<file path="config.mk">
export PLATFORM = sky130hd
export DESIGN_NAME = router_fifo
export DESIGN_NICKNAME = d
export VERILOG_FILES = /design/src/rtl/router_pkg.sv /design/src/rtl/router_fifo.sv
export SDC_FILE = /design/constraint.sdc
export NUM_CORES = 1
export LEC_CHECK = 0
export CORE_MARGIN = 2
export CORE_UTILIZATION = 30
export DETAILED_ROUTE_END_ITERATION = 7
export SLEW_MARGIN = 20
export SYNTH_ARGS = -nofsm -noshare
export SYNTH_HDL_FRONTEND = slang
export SYNTH_SLANG_ARGS = --single-unit
</file>
<file path="constraint.sdc">
create_clock -name clk -period 2.7 [get_ports clk]
set_clock_uncertainty 0.15 [all_clocks]
set_input_delay 0.405 -clock clk [delete_from_list [all_inputs] [get_ports clk]]
set_output_delay 0.405 -clock clk [all_outputs]
set_load 0.005 [all_outputs]
</file>
<file path="src/rtl/router_pkg.sv">
// Shared types and constants for the 1x3 router datapath.
package router_pkg;

    localparam int unsigned ROUTER_DATA_W     = 8;
    localparam int unsigned ROUTER_FIFO_DEPTH = 16;
    localparam int unsigned PKT_LEN_W         = 7;
    localparam int unsigned HDR_LEN_W         = 6;

    typedef struct packed {
        logic       hdr;
        logic [7:0] data;
    } fifo_entry_t;

    typedef logic [PKT_LEN_W-1:0] pkt_len_t;

    // Payload length carried in the upper six bits of a header byte.
    function automatic logic [HDR_LEN_W-1:0] hdr_len(input logic [7:0] b);
        return b[7:2];
    endfunction

endpackage

</file>
<file path="src/rtl/router_fifo.sv">
// Per-destination output FIFO: buffers header/payload/parity bytes and tracks
// how many bytes of the packet currently being read are still outstanding.
module router_fifo
    import router_pkg::*;
#(
    parameter int unsigned DEPTH  = ROUTER_FIFO_DEPTH,
    parameter int unsigned DATA_W = ROUTER_DATA_W
) (
    input  logic              clk,
    input  logic              resetn,
    input  logic              soft_reset,
    input  logic              write_enb,
    input  logic              lfd_state,
    input  logic [DATA_W-1:0] data_in,
    input  logic              read_enb,
    output logic [DATA_W-1:0] data_out,
    output logic              full,
    output logic              empty,
    output logic              pkt_busy
);

    localparam int unsigned PTR_W = $clog2(DEPTH);
    localparam int unsigned CNT_W = PTR_W + 1;

    logic [DATA_W:0]  mem [DEPTH];
    logic [PTR_W-1:0] wr_ptr;
    logic [PTR_W-1:0] rd_ptr;
    logic [CNT_W-1:0] count;
    logic [CNT_W-1:0] count_nxt;
    pkt_len_t         pkt_remain;
    pkt_len_t         pkt_nxt;
    logic             wr_acc;
    logic             rd_acc;
    logic [DATA_W:0]  rd_entry;

    // Acceptance, occupancy and packet-length bookkeeping.
    always_comb begin
        wr_acc    = write_enb && !full;
        rd_acc    = read_enb && !empty;
        rd_entry  = mem[rd_ptr];
        count_nxt = count;
        pkt_nxt   = pkt_remain;

        if (wr_acc && !rd_acc) begin
            count_nxt = count + CNT_W'(1);
        end else if (rd_acc && !wr_acc) begin
            count_nxt = count - CNT_W'(1);
        end

        // A header reloads the counter with payload length plus the parity byte;
        // stray non-header bytes with no packet open leave it at zero.
        if (rd_acc) begin
            if (rd_entry[DATA_W]) begin
                pkt_nxt = pkt_len_t'(hdr_len(rd_entry[7:0])) + pkt_len_t'(1);
            end else if (pkt_remain != '0) begin
                pkt_nxt = pkt_remain - pkt_len_t'(1);
            end
        end
    end

    // Storage is not reset; a flush only rewinds the pointers.
    always_ff @(posedge clk) begin
        if (wr_acc && !soft_reset) begin
            mem[wr_ptr] <= {lfd_state, data_in};
        end
    end

    always_ff @(posedge clk or negedge resetn) begin
        if (!resetn) begin
            wr_ptr     <= '0;
            rd_ptr     <= '0;
            count      <= '0;
            pkt_remain <= '0;
            data_out   <= '0;
            full       <= 1'b0;
            empty      <= 1'b1;
            pkt_busy   <= 1'b0;
        end else if (soft_reset) begin
            wr_ptr     <= '0;
            rd_ptr     <= '0;
            count      <= '0;
            pkt_remain <= '0;
            data_out   <= '0;
            full       <= 1'b0;
            empty      <= 1'b1;
            pkt_busy   <= 1'b0;
        end else begin
            if (wr_acc) begin
                wr_ptr <= wr_ptr + PTR_W'(1);
            end
            if (rd_acc) begin
                rd_ptr   <= rd_ptr + PTR_W'(1);
                data_out <= rd_entry[DATA_W-1:0];
            end
            count      <= count_nxt;
            pkt_remain <= pkt_nxt;
            full       <= (count_nxt == CNT_W'(DEPTH));
            empty      <= (count_nxt == '0);
            pkt_busy   <= (pkt_nxt != '0);
        end
    end

endmodule

</file>
## Yosys cells after proc, flatten, opt, wreduce, memory -nomap -nowiden

Memory sizes are Yosys's and may differ from the RTL's.
Index checks and enable logic that the tools add are counted.

- $add $sub $neg: 6
- $mul: 0
- Divide/modulo/power cells: 0
- Magnitude comparators: 0
- Equality and inequality tests: 1
- Shifts and indexed selects: 0
- Mux-type cells: 18
- Bitwise operators: 0
- Reductions and logical operators: 15

Operators by type and width:

| operator | count |
|---|---|
| two-way mux 7 bit | 4 |
| two-way mux 4 bit | 4 |
| two-way mux 8 bit | 2 |
| two-way mux 5 bit | 3 |
| nonzero test 7 bit | 2 |
| adder 4 x 1 -> 4 bit, second input constant | 2 |
| adder 6 x 1 -> 7 bit, second input constant | 1 |
| subtractor 7 x 1 -> 7 bit, second input constant | 1 |
| adder 5 x 1 -> 5 bit, second input constant | 1 |
| == test 5 bit, second input constant | 1 |
| logical AND 1 bit | 5 |
| zero test 1 bit | 5 |
| zero test 5 bit | 1 |
| two-way mux 1 bit | 5 |
| subtractor 5 x 1 -> 5 bit, second input constant | 1 |
| nonzero test 2 bit | 2 |

- Bits in registers: 31
- Bits in latches: 0
- RAM bits: 144
- Bits in read-only memories: 0
- Input bits: 14
- Output and inout port bits: 11
- Word-level logic and storage cells: 49
- Memories: 1

Memory list:

| name | words | width | rd ports | clocked after memory_dff | write ports | RTL line | source |
|---|---|---|---|---|---|---|---|
| mem | 16 | 9 | 1 | 0 | 1 | router_fifo.sv:25 | `logic [DATA_W:0] mem [DEPTH];` |

## Logic depth before layout (Yosys ltp)

Gate-level depths: netlist of run 1.

- Depth in word-level cells: 8
- Gate-level depth with buffers: 12

## Worst setup path before layout of run 1

Ideal clock, no wire load.

- Path kind: register -> register
- Start: register rd_ptr[0]
- End: register pkt_busy
- Data arrival time: 2616 ps
- Path slack: -197 ps
- Cell stages (with the launch flop): 12
- Period minus slack after synthesis: 2897 ps
- Cell sequence: dfrtp_1 buf_6 buf_12 mux4_2 a22oi_2 nand3_2 ha_1 xnor2_1 nor3_1 a2111oi_4 a21oi_1 or3_1

- Cells in the longest elaborated chain, start to end: 6

RTL lines:

| element | RTL line | source |
|---|---|---|
| start: declaration | router_fifo.sv:27 | `logic [PTR_W-1:0] rd_ptr;` |
| start signal: assignment | router_fifo.sv:92 | `rd_ptr <= rd_ptr + PTR_W'(1);` |
| memory (16 x 9 bit) * | - |  |
| adder 6 x 1 -> 7 bit | router_fifo.sv:54 | `pkt_nxt = pkt_len_t'(hdr_len(rd_entry[7:0])) + pkt_len_t'(1);` |
| two-way mux 7 bit * | router_fifo.sv:53 | `if (rd_entry[DATA_W]) begin` |
| two-way mux 7 bit * | router_fifo.sv:52 | `if (rd_acc) begin` |
| nonzero test 7 bit * | router_fifo.sv:99 | `pkt_busy <= (pkt_nxt != '0);` |
| two-way mux 1 bit * | router_fifo.sv:78 | `end else if (soft_reset) begin` |
| end signal: assignment | router_fifo.sv:99 |  |
| end: declaration | router_fifo.sv:19 | `output logic pkt_busy` |

Every way passes the cells marked *; elsewhere a longest branch is shown, timed or not.
A chain may end at the register's enable or synchronous reset.

## Worst setup path after layout of run 1

Same ends and word-level chain as after synthesis.

==> results of run 1 <==
-- worst paths after layout --
path | startpoint | cells past startpoint | to | slack [ps]
setup reg to reg | rd_ptr[0] | 10 | pkt_busy | -190
min in group clk | data_out[7] | 2 | data_out[7] | 370
max in group asynchronous | resetn | 2 | rd_ptr[0] | 1850
setup / recovery | rd_ptr[0] | 10 | pkt_busy | -190
hold reg to reg | data_out[7] | 2 | data_out[7] | 370
hold / removal | resetn | 2 | count[4] | 230
-- sequential cells by signal, indices dropped and copies added, names as in the netlist --
signal      cells
mem           144
data_out        8
pkt_remain      7
count           5
rd_ptr          4
wr_ptr          4
empty           1
full            1
pkt_busy        1
-- cell families (layout without fill, tap and decap cells) --
logic type | after synthesis | in the layout | synth area share [%]
DFF | 175 | 175 | 68.4
and+or+nand+nor | 134 | 134 | 9.19
AOI/OAI and AO/OA | 47 | 47 | 4.82
muxes | 44 | 44 | 12.3
buffers and inverters | 31 | 142 | 2.08
xor gates and xnor gates | 13 | 13 | 1.53
adders and majority gates | 10 | 10 | 1.68
-- timing repair --
item | in CTS | in global routing
endpoints found under the hold margin | 0 | 0
endpoints found under the setup margin | 3 | 4
buffers inserted | 5 | 0
pin swaps | 3 | 2
gates resized for setup | 12 | 9
-- metal layers --
metal	GRT usage [%]	wire, microns	vias to the layer above	part of all wire, %
met5	0	0	-	0
met4	5.47	342	0	2.0
met3	2.32	758	24	4.5
met2	23.2	8490	85	51
met1	17.6	7120	2168	43
li1	-	-	1949	-
-- through the flow --
step | util [%] | setup TNS (ps) | cell area [sq um] | worst slack (ps) | hold WS [ps]
final | 38.1 | -221 | 9290 | -185 | 225
after global routing | 38.1 | -626 | 9290 | -316 | 249
after floorplan | - | -102 | 7480 | -102 | -40.6
after detailed placement | 35.5 | -596 | 8650 | -334 | 366
after global placement | 35.5 | -511 | 8650 | -283 | 357
after CTS | 38.0 | -228 | 9270 | -171 | 228
-- report_power, final --
group          internal (uW)  switching, uW
Clock                   1190           1050
Sequential              3020           75.9
Combinational            714            670
Total                   4920           1800
-- cells in the final DEF (no fill, tap or decap), drive strengths merged, types with 4 or more instances in the layout --
cell type	n
edfxtp	144
buf	77
nand2	38
mux4	36
dfrtp	30
nor2	29
clkdlybuf4s50	24
a21oi	17
clkbuf	17
inv	15
and2	14
nor3	12
nand3	11
nor2b	10
ha	10
xnor2	9
clkinv	9
mux2i	8
a22oi	6
o21ai	5
xor2	4
a2bb2oi	4
-- final cells by class --
class	count	share of cell area, %
Clock buffer	17	4.58
Clock inverter	15	1.21
Inverter	9	0.363
Sequential cell	175	54.9
Tap cell	324	4.36
Timing Repair Buffer	101	10.2
Multi-Input combinational cell	248	24.4
==> flow_summary_export.csv, run 1 <==
group,metric,value,unit
outcome,outcome,"finished, violations left",
outcome,failing_checks,"setup timing",
grt,first_pass_grt_wire_length,26.7,mm
synth,yosys.cell_types.count,56,
setup_path,capturing_element_type_of_the_critical_path,"flop",
synth,synth_fp_nets,478,
setup_path,critical_path.max_fanout,9,
clock_network,tritoncts,"built",
placed_design,placed_cells_incl_taps,852,
sta,fmax,347,MHz
setup_path,critical_path.n_buffers_inverters,2,
final_layout,multi_input_comb_area,0.00227,sq mm
floorplan,die_area,0.0261,sq mm
clock_network,cts-htree-levels,4,
grt,antenna_found_initial,0,
sta,timing.final.hold_violations,0,
final_layout,nets,576,
floorplan,fp.dieW,162,microns
hold_path,min_delay_path_class,"in2async",
synth,post-synth-top-area-fraction,58.0,%
grt,grt_pass1_vias,4515,
flow_run,cap_violations,0,
sta,final-setup-viol-count,2,
sta,period_share,107,%
grt,globalRouteTotalUtil,13.7,%
sta,worst_slack,-185,ps
grt,grt_start_max_net_pins,32,
drt,drt_pre_antenna_iters,4,
drt,via_per_inst,4.75,
sta,grt_setup_unrepaired,"true",
setup_path,critical_path.cell_chain,"buf_12, buf_8, mux4_2, nor2_4, a2bb2oi_4, a31oi_1, a2bb2oi_2, a2111oi_4, a21oi_1, or3_1",
synth,synth_sequential_area_ratio,68.4,%
floorplan,row_count,57,
drt,dr.first_iter.drc_count,380,
setup_path,cp-start-kind,"flop",
final_layout,fillerInstances,2259,
setup_path,worstSetupPathType,"reg2reg",
synth,synth_async_sr_flop_share,17.7,%
drt,routedWlPerCell,18.8,microns
synth,synth.yosys.warnings,0,
clock_network,postCtsHoldBufs,0,
power_and_ir_drop,leakage,0.00322,uW
placed_design,dpl.hpwl,11.7,mm
setup_path,path_delay_family,"compound AO/OA/AOI/OAI gates",
clock_network,cts_buffer_depth,2,
setup_path,cp_slowest_stage_delay,540,ps
floorplan,start_util,30.6,%
final_layout,final_layout_size_suffix_gt1_share,29.2,%
drt,post-route-drc-count,0,
synth,syn-cell-area,0.00746,sq mm
final_layout,antenna-diode-count,0,
power_and_ir_drop,vdd_ir_drop_max,0.370,mV
drt,ant_nets,0,
drt,finalWirelength,16.7,mm
synth,synth-main-ff-cell,"edfxtp_1",
power_and_ir_drop,totalPowerFinal,6720,uW
clock_network,worst_setup_hold_path_clk_slew,70,ps
synth,ys_top_cells_by_area,"edfxtp_1 58%, dfrtp_1 10%, mux4_2 9.1%, mux4_1 2.1%, nand2_1 1.9%",
synth,synth_enable_flop_cells,144,
setup_path,timing.critical_path.slowest_stage_cell,"mux4_2",
final_layout,finalNonFillerCells,889,
clock_network,clk_latency,430,ps
synth,synth_top_cell_by_area,"edfxtp_1",
final_layout,layout-area-overhead-vs-synth,24.6,%
setup_path,cp_data_arrival_time,3040,ps
clock_network,root_buffer,"clkbuf_16",
clock_network,clock_sinks,175,
sta,actual_slew_at_the_worst_max_slew_pin,591,ps
synth,synth_area_per_cell,16.4,sq um
clock_network,tritoncts.num_buffers,17,
placed_design,place.port_buffers,24,
floorplan,chipHeight,162,microns
synth,synth_cells,454,
floorplan,core-area,0.0244,sq mm
sta,finalMaxSlewViolations,0,
drt,route.vias.total,4226,
sta,timing.slew.headroom,60.4,%
floorplan,io_pins,25,
grt,grt_overflow_total,0,
synth,synthMostInstantiatedCell,"edfxtp_1",
final_layout,layout.area.seq,0.00510,sq mm
placed_design,globalplace.congestion,0.825,
power_and_ir_drop,power.density_cell_area,723,mW/mm^2
setup_path,required,2850,ps
synth,ys_ff_latch,175,
synth,synthTopCellsByCount,"144 x edfxtp_1, 37 x nand2_1, 30 x dfrtp_1, 30 x mux4_2, 28 x nor2_1",
sta,timing.final.crit_period,2890,ps
No activity file was read; power rests on OpenSTA's default activity.
==> run 2: changes to the inputs <==
--- a/config.mk
+++ b/config.mk
@@ -8,7 +8,6 @@
 export CORE_MARGIN = 2
 export CORE_UTILIZATION = 30
 export DETAILED_ROUTE_END_ITERATION = 7
-export SLEW_MARGIN = 20
 export SYNTH_ARGS = -nofsm -noshare
 export SYNTH_HDL_FRONTEND = slang
 export SYNTH_SLANG_ARGS = --single-unit
==> results of run 2 <==
No change in the layout: final DEF, timing and power equal those of run 1.
==> run 3: changes to the inputs <==
--- a/config.mk
+++ b/config.mk
@@ -5,8 +5,10 @@
 export SDC_FILE = /design/constraint.sdc
 export NUM_CORES = 1
 export LEC_CHECK = 0
+export CAP_MARGIN = 20
 export CORE_MARGIN = 2
 export CORE_UTILIZATION = 30
+export CTS_BUF_LIST = sky130_fd_sc_hd__clkbuf_16
 export DETAILED_ROUTE_END_ITERATION = 7
 export SYNTH_ARGS = -nofsm -noshare
 export SYNTH_HDL_FRONTEND = slang
==> results of run 3 <==
No change in the layout: final DEF, timing and power equal those of run 1.
